**src/rtl/mcp01_stack.sv**
```systemverilog
// -----------------------------------------------------------------------------
// mcp01_stack
//   Hardware operand stack for the multicycle stack-based processor. Responds to
//   the controller's push/pop/tos strobes. It holds a LIFO of WIDTH-bit words,
//   has a registered read port (one-cycle latency), full/empty/count status, and
//   sticky overflow/underflow error flags.
//
// Parameters
//   WIDTH  data word width
//   DEPTH  number of entries (power of two, >= 2)
//   AW     log2(DEPTH)
//
// Ports
//   clk        rising-edge clock
//   rst        asynchronous active-high reset
//   push       write d_in onto the stack
//   pop        remove the top entry and register it onto d_out
//   tos        copy the top entry to d_out without removing it
//   d_in       data to push
//   clr_err    synchronous clear of overflow/underflow
//   d_out      registered read data; holds until the next successful pop/tos
//   d_zero     d_out == 0 (combinational from d_out)
//   empty      count == 0
//   full       count == DEPTH
//   count      number of valid entries
//   overflow   sticky: push attempted while full
//   underflow  sticky: pop or tos attempted while empty
// -----------------------------------------------------------------------------
module mcp01_stack #(
  parameter int WIDTH = 8,
  parameter int DEPTH = 16,
  parameter int AW    = 4
) (
  input  logic             clk,
  input  logic             rst,
  input  logic             push,
  input  logic             pop,
  input  logic             tos,
  input  logic [WIDTH-1:0] d_in,
  input  logic             clr_err,
  output logic [WIDTH-1:0] d_out,
  output logic             d_zero,
  output logic             empty,
  output logic             full,
  output logic [AW:0]      count,
  output logic             overflow,
  output logic             underflow
);

  // Storage and state
  logic [WIDTH-1:0] mem [DEPTH];
  logic [AW:0]      sp_q, sp_d;
  logic [WIDTH-1:0] d_out_q, d_out_d;
  logic             overflow_q, overflow_d;
  logic             underflow_q, underflow_d;

  // Write-port controls for the storage array
  logic             wr_en;
  logic [AW-1:0]    wr_addr;

  // Derived status
  logic             is_empty, is_full;
  logic [AW-1:0]    top_idx;
  logic             replace_top;
  logic             push_normal;
  logic             pop_only;
  logic             rd_en;
  logic             ovf_event, unf_event;

  assign is_empty = (sp_q == '0);
  assign is_full  = (sp_q == (AW+1)'(DEPTH));

  // Index of the top entry. Arithmetic is done in AW bits so that a full stack
  // (sp == DEPTH, low bits all zero) wraps to DEPTH-1, which is the real top.
  assign top_idx = sp_q[AW-1:0] - AW'(1);

  // push+pop on a non-empty stack rewrites the top in place (legal even when full)
  assign replace_top = push && pop && !is_empty;
  // Ordinary push: anything else with push set, provided there is room. A
  // push+pop on an empty stack lands here since the pop half fails.
  assign push_normal = push && !replace_top && !is_full;
  assign pop_only    = pop && !push && !is_empty;

  // pop or tos both read the pre-update top; tos alongside pop is redundant.
  assign rd_en     = (pop || tos) && !is_empty;
  assign ovf_event = push && !pop && is_full;
  assign unf_event = (pop || tos) && is_empty;

  always_comb begin
    // NOTE: every signal assigned in this block gets a default first, so no
    // path leaves it unassigned and no latch is inferred.
    sp_d        = sp_q;
    d_out_d     = d_out_q;
    wr_en       = 1'b0;
    wr_addr     = sp_q[AW-1:0];
    overflow_d  = overflow_q;
    underflow_d = underflow_q;

    if (replace_top) begin
      wr_en   = 1'b1;
      wr_addr = top_idx;
    end else if (push_normal) begin
      wr_en   = 1'b1;
      wr_addr = sp_q[AW-1:0];
      sp_d    = sp_q + 1'b1;
    end else if (pop_only) begin
      sp_d    = sp_q - 1'b1;
    end

    if (rd_en) begin
      d_out_d = mem[top_idx];
    end

    // Clear first, then let a same-cycle error event re-set the flag.
    if (clr_err) begin
      overflow_d  = 1'b0;
      underflow_d = 1'b0;
    end
    if (ovf_event) overflow_d  = 1'b1;
    if (unf_event) underflow_d = 1'b1;
  end

  // NOTE: sequential state is updated with non-blocking assignments only, so
  // every flop samples the pre-edge values regardless of statement order.
  always_ff @(posedge clk or posedge rst) begin
    if (rst) begin
      sp_q        <= '0;
      d_out_q     <= '0;
      overflow_q  <= 1'b0;
      underflow_q <= 1'b0;
    end else begin
      sp_q        <= sp_d;
      d_out_q     <= d_out_d;
      overflow_q  <= overflow_d;
      underflow_q <= underflow_d;
    end
  end

  // NOTE: the storage array has no reset; entries above sp are never read, so
  // clearing them would only cost reset fan-out.
  always_ff @(posedge clk) begin
    if (wr_en) begin
      mem[wr_addr] <= d_in;
    end
  end

  assign d_out     = d_out_q;
  assign d_zero    = (d_out_q == '0);
  assign empty     = is_empty;
  assign full      = is_full;
  assign count     = sp_q;
  assign overflow  = overflow_q;
  assign underflow = underflow_q;

endmodule

```
**config.mk**
```make
export PLATFORM = sky130hd
export DESIGN_NAME = mcp01_stack
export DESIGN_NICKNAME = d
export VERILOG_FILES = /design/src/rtl/mcp01_stack.sv
export SDC_FILE = /design/constraint.sdc
export NUM_CORES = 1
export LEC_CHECK = 0
export ABC_AREA = 1
export BUFFER_PORTS_ARGS = -buffer_cell sky130_fd_sc_hd__buf_4
export CORE_ASPECT_RATIO = 0.5
export CORE_MARGIN = 1.5
export CORE_UTILIZATION = 24
export DETAILED_ROUTE_END_ITERATION = 12
export SYNTH_ARGS = -nofsm -noshare
export SYNTH_HDL_FRONTEND = slang
export SYNTH_SLANG_ARGS = --single-unit
```
**constraint.sdc**
```tcl
create_clock -name clk -period 2.5 [get_ports clk]
set_input_delay 0.25 -clock clk [delete_from_list [all_inputs] [get_ports clk]]
set_output_delay 0.25 -clock clk [all_outputs]
set_load 0.01 [all_outputs]
```
---- After elaboration in Yosys (flattened, before gate mapping) ----
Memory sizes are Yosys's and may differ from the RTL's. A register that Yosys moved wholly into a read port is not among the register bits.
Index checks and enable logic that the tools add are counted.
storage, ports and cells
  register bits ........................... 7
  memory bits (writable) .................. 128
  input bits .............................. 14
  output and inout port bits .............. 18
  logic and storage cells ................. 41
  memories ................................ 1
memory list
  name  depth  width  read ports  clocked after Yosys merged registers in  write ports  line  RTL
  mem   16     8      1           1                                        1            51    logic [WIDTH-1:0] mem [DEPTH];
cells by class
  $add $sub $neg .......................... 3
  equal/unequal tests ..................... 1
  multiplexer cells ....................... 10
  bitwise gates (word level) .............. 1
  reductions and logical operators ........ 22
operator list
  cell                                                                 count
  1-bit logical AND                                                    10
  5-bit two-way mux                                                    2
  8-bit zero test                                                      1
  1-bit two-way mux                                                    7
  2-bit nonzero test                                                   3
  5-bit by 1-bit adder with 5-bit output (second input constant)       1
  5-bit equality test (second input constant)                          1
  1-bit zero test                                                      5
  5-bit zero test                                                      1
  5-bit by 1-bit subtractor with 5-bit output (second input constant)  1
  4-bit two-way mux                                                    1
  4-bit by 1-bit subtractor with 4-bit output (second input constant)  1
  2-bit AND reduction                                                  1
  1-bit logical OR                                                     1
  1-bit NOT                                                            1

---- Longest topological paths before layout ----
Gate-level depths: netlist of run 1.
  word-level depth ........................ 10
  depth in mapped cells ................... 20
  mapped depth without buffers ............ 19

---- Least setup slack after synthesis of run 1 ----
No wires, ideal clock.
  path type ............................... reg2reg
  start point ............................. register sp_q[0], in the netlist count[0]
  end point ............................... memory mem[0][0] (enable)
  library setup time ...................... 0.370 ns
  data arrival time ....................... 2.326 ns
  required time ........................... 2.130 ns
  path slack .............................. -0.196 ns
  stages on the path, launching flop included .. 13
  path buffers ............................ 2
  period minus slack after synthesis ...... 2.696 ns
  cell sequence ........................... dfrtp_1 > inv_2 > clkbuf_1 > ha_1 > inv_1 > nor2_1 > nand3_4 > nand2_2 > buf_6 > nand2_1 > o21ai_1 > nand2_1 > nor2_1
between the ends
  elaborated cells on any way between the ends .. 14
  those cells by class .................... 1 x add/sub; 1 x eq/ne; 5 x mux; 7 x reduce/logical
RTL lines
  item                                         line  RTL
  start: declaration                           52    logic [AW:0] sp_q, sp_d;
  start signal: assignment                     132   sp_q <= sp_d;
  4-bit by 1-bit subtractor with 4-bit output  75    assign top_idx = sp_q[AW-1:0] - AW'(1);
  net top_idx[0]                               63    logic [AW-1:0] top_idx;
  4-bit two-way mux                            99    if (replace_top) begin
  end: declaration                             51
The timed path passes the listed nets, and every way through them passes these cells.

---- Worst setup path after layout of run 1 ----
  start point ............................. register sp_q[0], in the netlist count[0]
  end point ............................... memory mem[8][4] (enable)
between the ends
  cells in the longest elaborated chain, start to end .. 10
  elaborated cells on any way between the ends .. 14
  those cells by class .................... 1 x add/sub; 1 x eq/ne; 5 x mux; 7 x reduce/logical
RTL lines
  item                                     line  RTL
  5-bit zero test                          70    assign is_empty = (sp_q == '0);
  1-bit zero test                          78    assign replace_top = push && pop && !is_empty;
  1-bit logical AND                        78
  1-bit zero test                          81    assign push_normal = push && !replace_top && !is_full;
  1-bit logical AND (2 in a row)           81
  1-bit two-way mux                        102   end else if (push_normal) begin
  1-bit two-way mux                        99
  1-bit two-way mux                        142   if (wr_en) begin
  1-bit two-way mux (not written as such)  143   mem[wr_addr] <= d_in;
Parallel ways exist; a longest one is shown, timed or not.

==> results.py, run 1 <==
metrics = {
    "run_status": {
        "status": "finished clean",
    },
    "global_route": {
        "grt_pass1_wl_um": 25470,
        "antenna_found_initial": 0,
        "grt_pass1_vias": 4648,
        "grt-ovfl-total": 0,
        "grt_max_degree": 77,
        "grt_usage": 0.1201,
    },
    "worst_setup_path": {
        "max_stage_delay_ps": 410,
        "cp-start-kind": "flop",
        "crit_required_ps": 2600,
        "rrSetupSlack_ps": 160,
        "critical_path_class": "reg2reg",
        "r2r_start": "count[0]$_DFFE_PP0P_",
        "cp_cell_sequence": "inv_2, ha_2, inv_1, nor2_1, nand3_4, nand2_4, o21ai_1, inv_1, nand2_1, nor2_4",
        "crit_path_end": "mem[8][4]$_DFFE_PP_",
        "slowest_stage": "dfrtp_2",
        "crit_start": "count[0]$_DFFE_PP0P_",
        "cp.arrival_ps": 2440,
        "critPathTopFamily": "simple AND/OR/NAND/NOR gates",
        "crit_path_frequent_cell": "inv_1",
        "crit_cells": 10,
        "path_buf_inv": 3,
        "cp-end-kind": "flop",
        "rr_endpoint": "mem[8][4]$_DFFE_PP_",
        "cp_max_fo": 12,
        "reg2reg_depth": 10,
    },
    "place": {
        "dpl_cell_area_mm2": 0.007246,
        "dpl.hpwl_um": 10350,
        "io_buffers": 31,
        "routabilityCongestion": 0.8679,
        "dp_cells": 1053,
    },
    "synth": {
        "synth_top_family_by_area": "simple AND/OR/NAND/NOR gates",
        "yosys.area_share.simple": 0.2357,
        "syn_nets": 707,
        "syn_inst": 686,
        "syn_area_per_cell_um2": 9.594,
        "synth_compound_area_frac": 0.01084,
        "yosysMostFrequentCell": "nand2_1",
        "yosys_warnings": 0,
        "ys_seq_area_frac": 0.6411,
        "synth_fa_ha_area_frac": 0.01445,
        "ys_top_cells_by_area": "edfxtp_1 (58%), nand2_1 (12%), nand3_1 (8.3%), inv_1 (7.1%), dfrtp_1 (5.7%)",
        "synth_top_flop_cell": "edfxtp_1",
        "ys_ff_latch": 143,
        "synthDominantCellAreaShare": 0.5840,
        "syn_area_mm2": 0.006581,
        "synthMuxAreaShare": 0,
        "synth_edf_count": 128,
        "synth_top_cell_by_area": "edfxtp_1",
        "yosysUniqueCellTypes": 29,
        "yosys-top-cells-count": "nand2_1 (214), edfxtp_1 (128), inv_1 (124)",
        "synth-async-reset-ratio": 0.1049,
        "synth-xor-area-share": 0.007605,
    },
    "route": {
        "ant_nets": 0,
        "drt-total-wl_um": 15960,
        "wl_per_cell_um": 14.68,
        "drt_pass1_iterations": 5,
        "vias": 4613,
        "drcViolationCount": 0,
        "drt_iter0_drc": 318,
        "viasPerCell": 4.244,
    },
    "timing": {
        "fmax_ghz": 0.4278,
        "tightestPinTransition_ps": 848.9,
        "post-route-period-util": 0.9351,
        "hold_violations": 0,
        "slew_headroom": 0.4303,
        "rsz0062_at_grt": "yes",
        "fin_crit_ps": 2338,
        "final.setup_skew_ps": 9.050,
        "hold_slack_ps": 28.44,
        "slew_violations": 0,
        "finalSetupViolations": 0,
    },
    "clock_tree": {
        "clk_latency_ps": 420,
        "cts_buffers": 17,
        "clkTransAtPathRegs_ps": 60,
        "cts.path.max_buffers": 2,
        "cts_root_buffer": "clkbuf_16",
        "htreeDepth": 4,
        "clock_sinks": 143,
        "cts_tree": "built",
    },
    "floorplanning": {
        "fp.dieW_um": 237.2,
        "rows": 42,
        "core_area_mm2": 0.02670,
        "die-area_mm2": 0.02849,
        "num_io_pins": 32,
        "die_h_um": 120.1,
        "start_util": 0.2465,
    },
    "flow_run": {
        "max_cap_viol_count": 0,
    },
    "worst_hold_path": {
        "min_path_cells": 2,
        "hp-class": "in2reg",
    },
    "cells_and_area": {
        "diodes": 0,
        "area_delta_synth_final_pct": 21.39,
        "nets": 743,
        "final_cell_area_mm2": 0.007989,
        "final_core_util": 0.2993,
        "final_cells": 1087,
        "drive_gt1_frac": 0.1456,
    },
    "power_and_ir_drop": {
        "leakagePower_nw": 3.436,
        "power_density_mw_per_mm2": 1260,
        "peakVddDrop_mv": 0.5725,
        "finalPower_mw": 10.06,
    },
}
metal layers:
layer	global-route usage	share of wire	vias to the layer above
met1	0.1480	0.43	2179
met5	0	0	-
met4	0.05573	0.030	0
li1	-	-	2265
met2	0.1961	0.48	137
met3	0.03382	0.062	32
cells by family after synthesis:
logic type               count (synthesis)
AO/OA/AOI/OAI                           12
AND/OR/NAND/NOR                        368
adder cells (fa/ha/maj)                  7
XOR/XNOR                                 4
flip-flops                             143
buffers and inverters                  152
power by group:
group	switching (mW)	total, mW	internal (mW)	leakage (nW)
Clock	0.976	2.60	1.63	0.297
Combinational	2.98	4.35	1.36	1.80
Sequential	0.148	3.11	2.96	1.34
Total	4.11	10.1	5.96	3.44
worst reg2reg max path, stage by stage, from the launching register on:
cell and delay [ps]:
dfrtp_2 410, inv_2 90, ha_2 190, inv_1 40
nor2_1 150, nand3_4 140, nand2_4 170, o21ai_1 150
inv_1 120, nand2_1 240, nor2_4 320
worst min-delay path by stage:
stage          slack [ps]     from                   end
2_1_floorplan         150      rst  count[0]$_DFFE_PP0P_
3_3_place_gp          370      rst  d_out[2]$_DFFE_PP0P_
3_5_place_dp          390      rst  d_out[2]$_DFFE_PP0P_
4_1_cts                 9  clr_err  overflow$_DFFE_PP0P_
5_1_grt                20  clr_err  overflow$_DFFE_PP0P_
6_report               30  clr_err  overflow$_DFFE_PP0P_
placed cells by master (no fill, tap or decap), types with 4 or more instances in the layout:
cell	count
nand2_1	210
edfxtp_1	128
inv_1	123
nand3_1	109
buf_4	41
nor2_1	20
clkbuf_16	17
nor2_4	16
dfrtp_1	14
nand2_2	6
a21oi_1	4
ha_1	4
per-stage QoR:
stage / setup WS [ps] / TNS, ps
after CTS: 42.77 / 0
after global routing: -17.48 / -194.5
final: 162.3 / 0
after detailed placement: 37.55 / 0
after global placement: 122.5 / 0
after floorplan: 57.98 / 0
registers in the layout, summed over array words and instances (netlist names):
signal and cells:
mem 128, d_out 8, count 5, overflow 1, underflow 1
what timing repair did:
item                                   CTS  global route
hold buffers                             1             0
buffers inserted                         0             1
setup endpoints to repair                0           129
gates resized for setup                  0            24
endpoints found under the hold margin   15             0
cell type report:
cell class,instances,area [µm²]
clock buffers,20,456.7
clock inverters,12,158.9
fillers,2746,18710
inverters,127,476.7
multi-input cells,391,1918
flip-flops and latches,143,4220
well taps,352,440.4
repair buffers,42,317.8
(Power assumes the default switching activity.)
==> run 2, diff against run 1 <==
Settings changed: ABC_AREA 1 to not set.
==> results.py, run 2 <==
metrics = {
    "worst_hold_path": {
        "whs_endpoint": "underflow$_DFFE_PP0P_",
        "min_path_cells": 3,
        "min-delay-start": "tos",
        "hp-class": "in2reg",
    },
    "cells_and_area": {
        "final_common_cell": "edfxtp_1",
        "seq_area_mm2": 0.004220,
        "largest_reg_flops": 128,
        "drive_gt1_frac": 0.3010,
        "multi_input_area_mm2": 0.002116,
        "final_core_util": 0.3166,
        "diodes": 0,
        "area_delta_synth_final_pct": 29.17,
        "final_cell_mix": "edfxtp_1 (128), buf_4 (59), mux2i_1 (49), nand3_1 (33), a31oi_1 (24)",
        "fillers": 2462,
        "largest_register": "mem",
        "nets": 503,
    },
    "timing": {
        "rsz0062_at_grt": "yes",
        "fin_tns_setup_ps": 0,
        "finalWorstSetupSlack_ps": 77.28,
        "final.setup_skew_ps": 6.299,
        "finalSetupViolations": 0,
        "tightestPinTransition_ps": 1150,
        "hold_slack_ps": 102.1,
        "fmax_ghz": 0.4128,
        "fin_crit_ps": 2423,
        "hold_violations": 0,
        "post-route-period-util": 0.9691,
        "slew_violations": 0,
        "slew_headroom": 0.2305,
    },
    "synth": {
        "yosysUniqueCellTypes": 41,
        "synth-async-reset-ratio": 0.1049,
        "syn_nets": 451,
        "yosys-top-cells-count": "edfxtp_1 (128), mux2i_1 (49), nand3_1 (34)",
        "synthDominantCellAreaShare": 0.6201,
        "ys_seq_area_frac": 0.6807,
        "synth_top_flop_cell": "edfxtp_1",
        "ys_top_cells_by_area": "edfxtp_1 (62%), mux2i_1 (7.9%), dfrtp_1 (6.1%), nand3_1 (2.7%), a31oi_1 (2.6%)",
        "ys_ff_latch": 143,
        "syn_area_per_cell_um2": 14.41,
        "synth_top_cell_by_area": "edfxtp_1",
        "syn_area_mm2": 0.006198,
        "yosysMostFrequentCell": "edfxtp_1",
        "yosys_warnings": 0,
        "synth_edf_count": 128,
        "syn_inst": 430,
    },
    "global_route": {
        "grt_usage": 0.1142,
        "antenna_found_initial": 0,
        "grt_pass1_wl_um": 22810,
        "grt_max_degree": 56,
        "grt_pass1_vias": 3809,
        "grt-ovfl-total": 0,
    },
    "worst_setup_path": {
        "r2r_start": "count[1]$_DFFE_PP0P_",
        "rrSetupSlack_ps": 80,
        "max_stage_delay_ps": 520,
        "crit_start": "count[1]$_DFFE_PP0P_",
        "path_buf_inv": 3,
        "crit_required_ps": 2610,
        "crit_cells": 8,
        "critPathTopFamily": "simple AND/OR/NAND/NOR gates",
        "cp_cell_sequence": "inv_2, ha_4, or4b_4, nand4_1, buf_4, a31oi_2, buf_12, nor2_4",
        "reg2reg_depth": 8,
        "cp-start-kind": "flop",
        "cp.arrival_ps": 2530,
        "rr_endpoint": "mem[5][6]$_DFFE_PP_",
        "slowest_stage": "or4b_4",
        "critical_path_class": "reg2reg",
        "cp-end-kind": "flop",
        "cp_max_fo": 8,
    },
    "power_and_ir_drop": {
        "power_density_mw_per_mm2": 1344,
        "leakagePower_nw": 2.711,
        "switching_share": 0.3777,
        "power.switching_mw": 4.064,
        "clkPwrFrac": 0.255,
        "finalPower_mw": 10.76,
        "peakVddDrop_mv": 0.5085,
        "p_comb_frac": 0.457,
        "p_int_mw": 6.695,
        "pwr-share-seq": 0.287,
    },
    "flow_run": {
        "max_cap_viol_count": 0,
    },
    "floorplanning": {
        "core_area_mm2": 0.02529,
        "rows": 41,
        "die-area_mm2": 0.02686,
        "start_util": 0.2451,
        "num_io_pins": 32,
        "die_h_um": 116.6,
        "fp.dieW_um": 230.3,
    },
    "clock_tree": {
        "clock_sinks": 143,
        "cts_root_buffer": "clkbuf_16",
        "cts.path.max_buffers": 2,
        "clkTransAtPathRegs_ps": 60,
        "htreeDepth": 4,
        "clk_latency_ps": 420,
        "cts_buffers": 17,
        "cts_tree": "built",
    },
    "route": {
        "drt-total-wl_um": 14840,
        "drcViolationCount": 0,
        "drt_pass1_iterations": 5,
        "drt_iter0_drc": 343,
        "ant_nets": 0,
        "vias": 3873,
        "viasPerCell": 4.616,
        "wl_per_cell_um": 17.68,
    },
    "place": {
        "io_buffers": 31,
        "dpl.hpwl_um": 9768,
        "routabilityCongestion": 0.8108,
        "dp_slack_ps": -105.7,
    },
    "run_status": {
        "status": "finished clean",
    },
}
[run 2: cell types whose count changed in the layout (fill, tap and decap cells not counted), sizes merged, moves of 11 or more]
cell / before / now
nand2: 217 / 4
nand3: 110 / 34
a31oi: 0 / 26
a2111oi: 0 / 16
nor3: 0 / 11
nor2b: 0 / 17
inv: 128 / 13
mux2i: 0 / 49
buf: 41 / 64
[run 2: metrics by stage]
| step | instances | instance area (µm²) |
|---|---|---|
| floorplan | 430 | 6447 |
| global placement | 802 | 7201 |
| detailed placement | 802 | 7201 |
| CTS | 836 | 7919 |
| global route | 839 | 8006 |
| finish | 839 | 8006 |
[run 2: cell type report]
class	instances	area share
Tap cell	344	0.05376
Clock inverter	13	0.02610
Clock buffer	19	0.05407
Timing Repair Buffer	65	0.06907
Multi-Input combinational cell	245	0.2643
Inverter	10	0.005626
Sequential cell	143	0.5271
[run 2: metal layers]
layer,part of all wire,up-vias,track usage
met4,0.021,0,0.04749
met3,0.059,21,0.02954
li1,-,1783,-
met1,0.47,1948,0.1529
met5,0,-,0
met2,0.45,121,0.1769
[run 2: worst max path at each step]
stage,end,slack (ps)
floorplan,count[4]$_DFFE_PP0P_,-170
global placement,d_out[0]$_DFFE_PP0P_,-6
detailed placement,d_out[1]$_DFFE_PP0P_,-110
CTS,mem[12][6]$_DFFE_PP_,2
global route,count[4]$_DFFE_PP0P_,-30
finish,mem[5][6]$_DFFE_PP_,80
[run 2: worst min-delay path, stage by stage]
cell and delay, ps:
buf_4 80, nor2_1 40, o2bb2ai_1 120
[run 2: power groups by stage]
stage / clock (mW) / combinational, mW / sequential (mW)
5_1_grt: 2.90 / 5.28 / 3.12
4_1_cts: 2.79 / 4.80 / 3.09
6_report: 2.75 / 4.92 / 3.09
3_5_place_dp: 0 / 4.70 / 3.13
3_3_place_gp: 0 / 4.65 / 3.13
2_1_floorplan: 0 / 3.12 / 3.16
[run 2: logic make-up after synthesis]
family	Yosys count	share of synthesized area
xor gates and xnor gates	7	0.009891
buffers and inverters	42	0.03189
and+or+nand+nor	125	0.1149
adders and majority gates	7	0.01534
DFF	143	0.6807
AOI/OAI and AO/OA	57	0.06823
muxes	49	0.07913
[run 2: timing repair]
action / in CTS / in global routing
cloned: 0 / 0
hold buffers: 1 / 0
setup endpoints to repair: 87 / 114
resized for setup: 7 / 13
buffers inserted: 1 / 3
pin swaps: 3 / 10
hold endpoints to repair: 15 / 0
==> run 3, diff against run 2 <==
--- a/config.mk
+++ b/config.mk
@@ -7,8 +7,11 @@
 export LEC_CHECK = 0
 export BUFFER_PORTS_ARGS = -buffer_cell sky130_fd_sc_hd__buf_4
+export CELL_PAD_IN_SITES_DETAIL_PLACEMENT = 0
+export CELL_PAD_IN_SITES_GLOBAL_PLACEMENT = 1
 export CORE_ASPECT_RATIO = 0.5
 export CORE_MARGIN = 1.5
 export CORE_UTILIZATION = 24
 export DETAILED_ROUTE_END_ITERATION = 12
+export PLACE_DENSITY_LB_ADDON = 0.1
 export SYNTH_ARGS = -nofsm -noshare
 export SYNTH_HDL_FRONTEND = slang
==> constraint.sdc (replaced) <==
create_clock -name clk -period 2.5 [get_ports clk]
set_input_delay 0.75 -clock clk [delete_from_list [all_inputs] [get_ports clk]]
set_output_delay 0.75 -clock clk [all_outputs]
set_load 0.01 [all_outputs]
==> results.py, run 3 (synthesized netlist as in run 2, its figures left out) <==
metrics = {
    "power_and_ir_drop": {
        "finalPower_mw": 11.48,
        "peakVddDrop_mv": 0.5903,
        "leakagePower_nw": 2.886,
        "power_density_mw_per_mm2": 1384,
    },
    "clock_tree": {
        "cts_buffers": 17,
        "clkTransAtPathRegs_ps": 70,
        "clock_sinks": 143,
        "cts_root_buffer": "clkbuf_16",
        "htreeDepth": 4,
        "cts_tree": "built",
        "cts.path.max_buffers": 2,
        "clk_latency_ps": 430,
        "cts_hold_buffers": 0,
    },
    "worst_setup_path": {
        "reg2reg_depth": 10,
        "r2r_start": "count[0]$_DFFE_PP0P_",
        "cp.arrival_ps": 2720,
        "rrSetupSlack_ps": -30,
        "crit_required_ps": 2700,
        "cp-end-kind": "flop",
        "critical_path_class": "reg2reg",
        "crit_path_end": "mem[1][7]$_DFFE_PP_",
        "crit_start": "count[0]$_DFFE_PP0P_",
        "cp-start-kind": "flop",
        "cp_max_fo": 6,
        "rr_endpoint": "mem[1][7]$_DFFE_PP_",
    },
    "cells_and_area": {
        "drive_gt1_frac": 0.3429,
        "nets": 530,
        "multi_input_area_mm2": 0.002111,
        "diodes": 0,
        "final_cells": 866,
        "seq_area_mm2": 0.004220,
        "largest_reg_flops": 128,
        "final_common_cell": "edfxtp_1",
        "area_delta_synth_final_pct": 33.81,
        "fillers": 2465,
        "final_cell_mix": "edfxtp_1 (128), buf_4 (78), mux2i_1 (49), nand3_1 (33), a31oi_1 (24)",
        "final_core_util": 0.3280,
        "largest_register": "mem",
    },
    "timing": {
        "finalSetupViolations": 32,
        "slew_headroom": 0.2826,
        "hold_violations": 0,
        "tightestPinTransition_ps": 1072,
        "fin_crit_ps": 2527,
        "rsz0062_at_grt": "yes",
        "finalWorstSetupSlack_ps": -26.94,
        "post-route-period-util": 1.011,
        "fmax_ghz": 0.3957,
        "slew_violations": 0,
        "final.setup_skew_ps": 13.08,
    },
    "route": {
        "topRoutingLayerUsed": "met4",
        "m1WireLength_um": 9235,
        "drt-total-wl_um": 17940,
        "drt_pass1_iterations": 4,
        "wl_per_cell_um": 20.71,
        "vias": 3832,
        "ant_nets": 0,
        "drcViolationCount": 0,
        "met3_length_um": 661,
        "drt_iter0_drc": 242,
        "viasPerCell": 4.425,
        "dr_wl_met2_um": 7912,
    },
    "floorplanning": {
        "rows": 41,
        "die_h_um": 116.6,
        "core_area_mm2": 0.02529,
        "start_util": 0.2451,
        "fp.dieW_um": 230.3,
        "die-area_mm2": 0.02686,
        "num_io_pins": 32,
    },
    "run_status": {
        "status": "finished, violations left",
        "violations": "setup timing",
    },
    "global_route": {
        "antenna_found_initial": 0,
        "grt_max_degree": 30,
        "grt_pass1_wl_um": 26360,
        "grt-ovfl-total": 0,
        "grt_usage": 0.1404,
        "grt_pass1_vias": 3908,
    },
    "flow_run": {
        "max_cap_viol_count": 0,
    },
    "place": {
        "dp_cells": 821,
        "io_buffers": 31,
        "routabilityCongestion": 0.7035,
        "dpl.hpwl_um": 11930,
    },
    "worst_hold_path": {
        "hp-class": "in2async",
    },
}
run 3: cell types whose count changed in the layout (fill, tap and decap cells not counted), sizes merged, moves of 2 or more:
cell	before	now
clkinvlp	3	1
clkbuf	19	17
buf	64	92
inv	13	15
clkinv	2	5
run 3: per-stage QoR:
stage | hold WS, ps | area (µm²) | TNS [ps] | setup slack (ps)
3_3_place_gp | 490.6 | 7381 | -524.8 | -23.84
4_1_cts | 443.4 | 8079 | -348.7 | -16.73
5_1_grt | 473.2 | 8294 | -5388 | -99.81
3_5_place_dp | 480.4 | 7381 | -2712 | -54.73
2_1_floorplan | 521.1 | 6447 | -16900 | -168.9
6_report | 441.1 | 8294 | -569.7 | -26.94
run 3: repair_timing:
item	in CTS	in global routing
endpoints found under the setup margin	117	140
buffers inserted	5	8
hold endpoints to repair	0	0
pin swaps	3	17
resized for setup	4	21
run 3: per-layer routing:
| metal | track usage | vias up |
|---|---|---|
| met2 | 0.2122 | 53 |
| met1 | 0.1968 | 1940 |
| met3 | 0.04346 | 6 |
| li1 | - | 1833 |
| met5 | 0 | - |
| met4 | 0.03181 | 0 |
run 3: layout make-up:
cell class	instances	area share
flip-flops and latches	143	0.5088
clock inverters	15	0.02474
well taps	344	0.05189
multi-input cells	245	0.2545
repair buffers	92	0.1033
inverters	10	0.005431
clock buffers	17	0.05129
run 3: where the power goes:
group / total, mW / internal, mW / switching, mW
Clock: 2.75 / 1.68 / 1.06
Sequential: 3.09 / 2.95 / 0.145
Combinational: 5.64 / 2.34 / 3.30
run 3: critical path, cell delays in order, from the launching register on:
cell	delay [ps]
dfrtp_2	420
inv_4	70
ha_4	120
or4b_4	510
and3_2	330
buf_4	170
and3_4	170
o21ai_4	150
buf_12	160
nor2_4	40
buf_4	150
run 3: worst min path at each step:
stage	cells past startpoint	slack [ps]	start	to
after detailed placement	1	480	underflow$_DFFE_PP0P_	underflow$_DFFE_PP0P_
final	2	440	rst	overflow$_DFFE_PP0P_
after CTS	2	440	rst	count[4]$_DFFE_PP0P_
after floorplan	1	520	underflow$_DFFE_PP0P_	underflow$_DFFE_PP0P_
after global placement	1	490	underflow$_DFFE_PP0P_	underflow$_DFFE_PP0P_
after global routing	2	470	rst	overflow$_DFFE_PP0P_
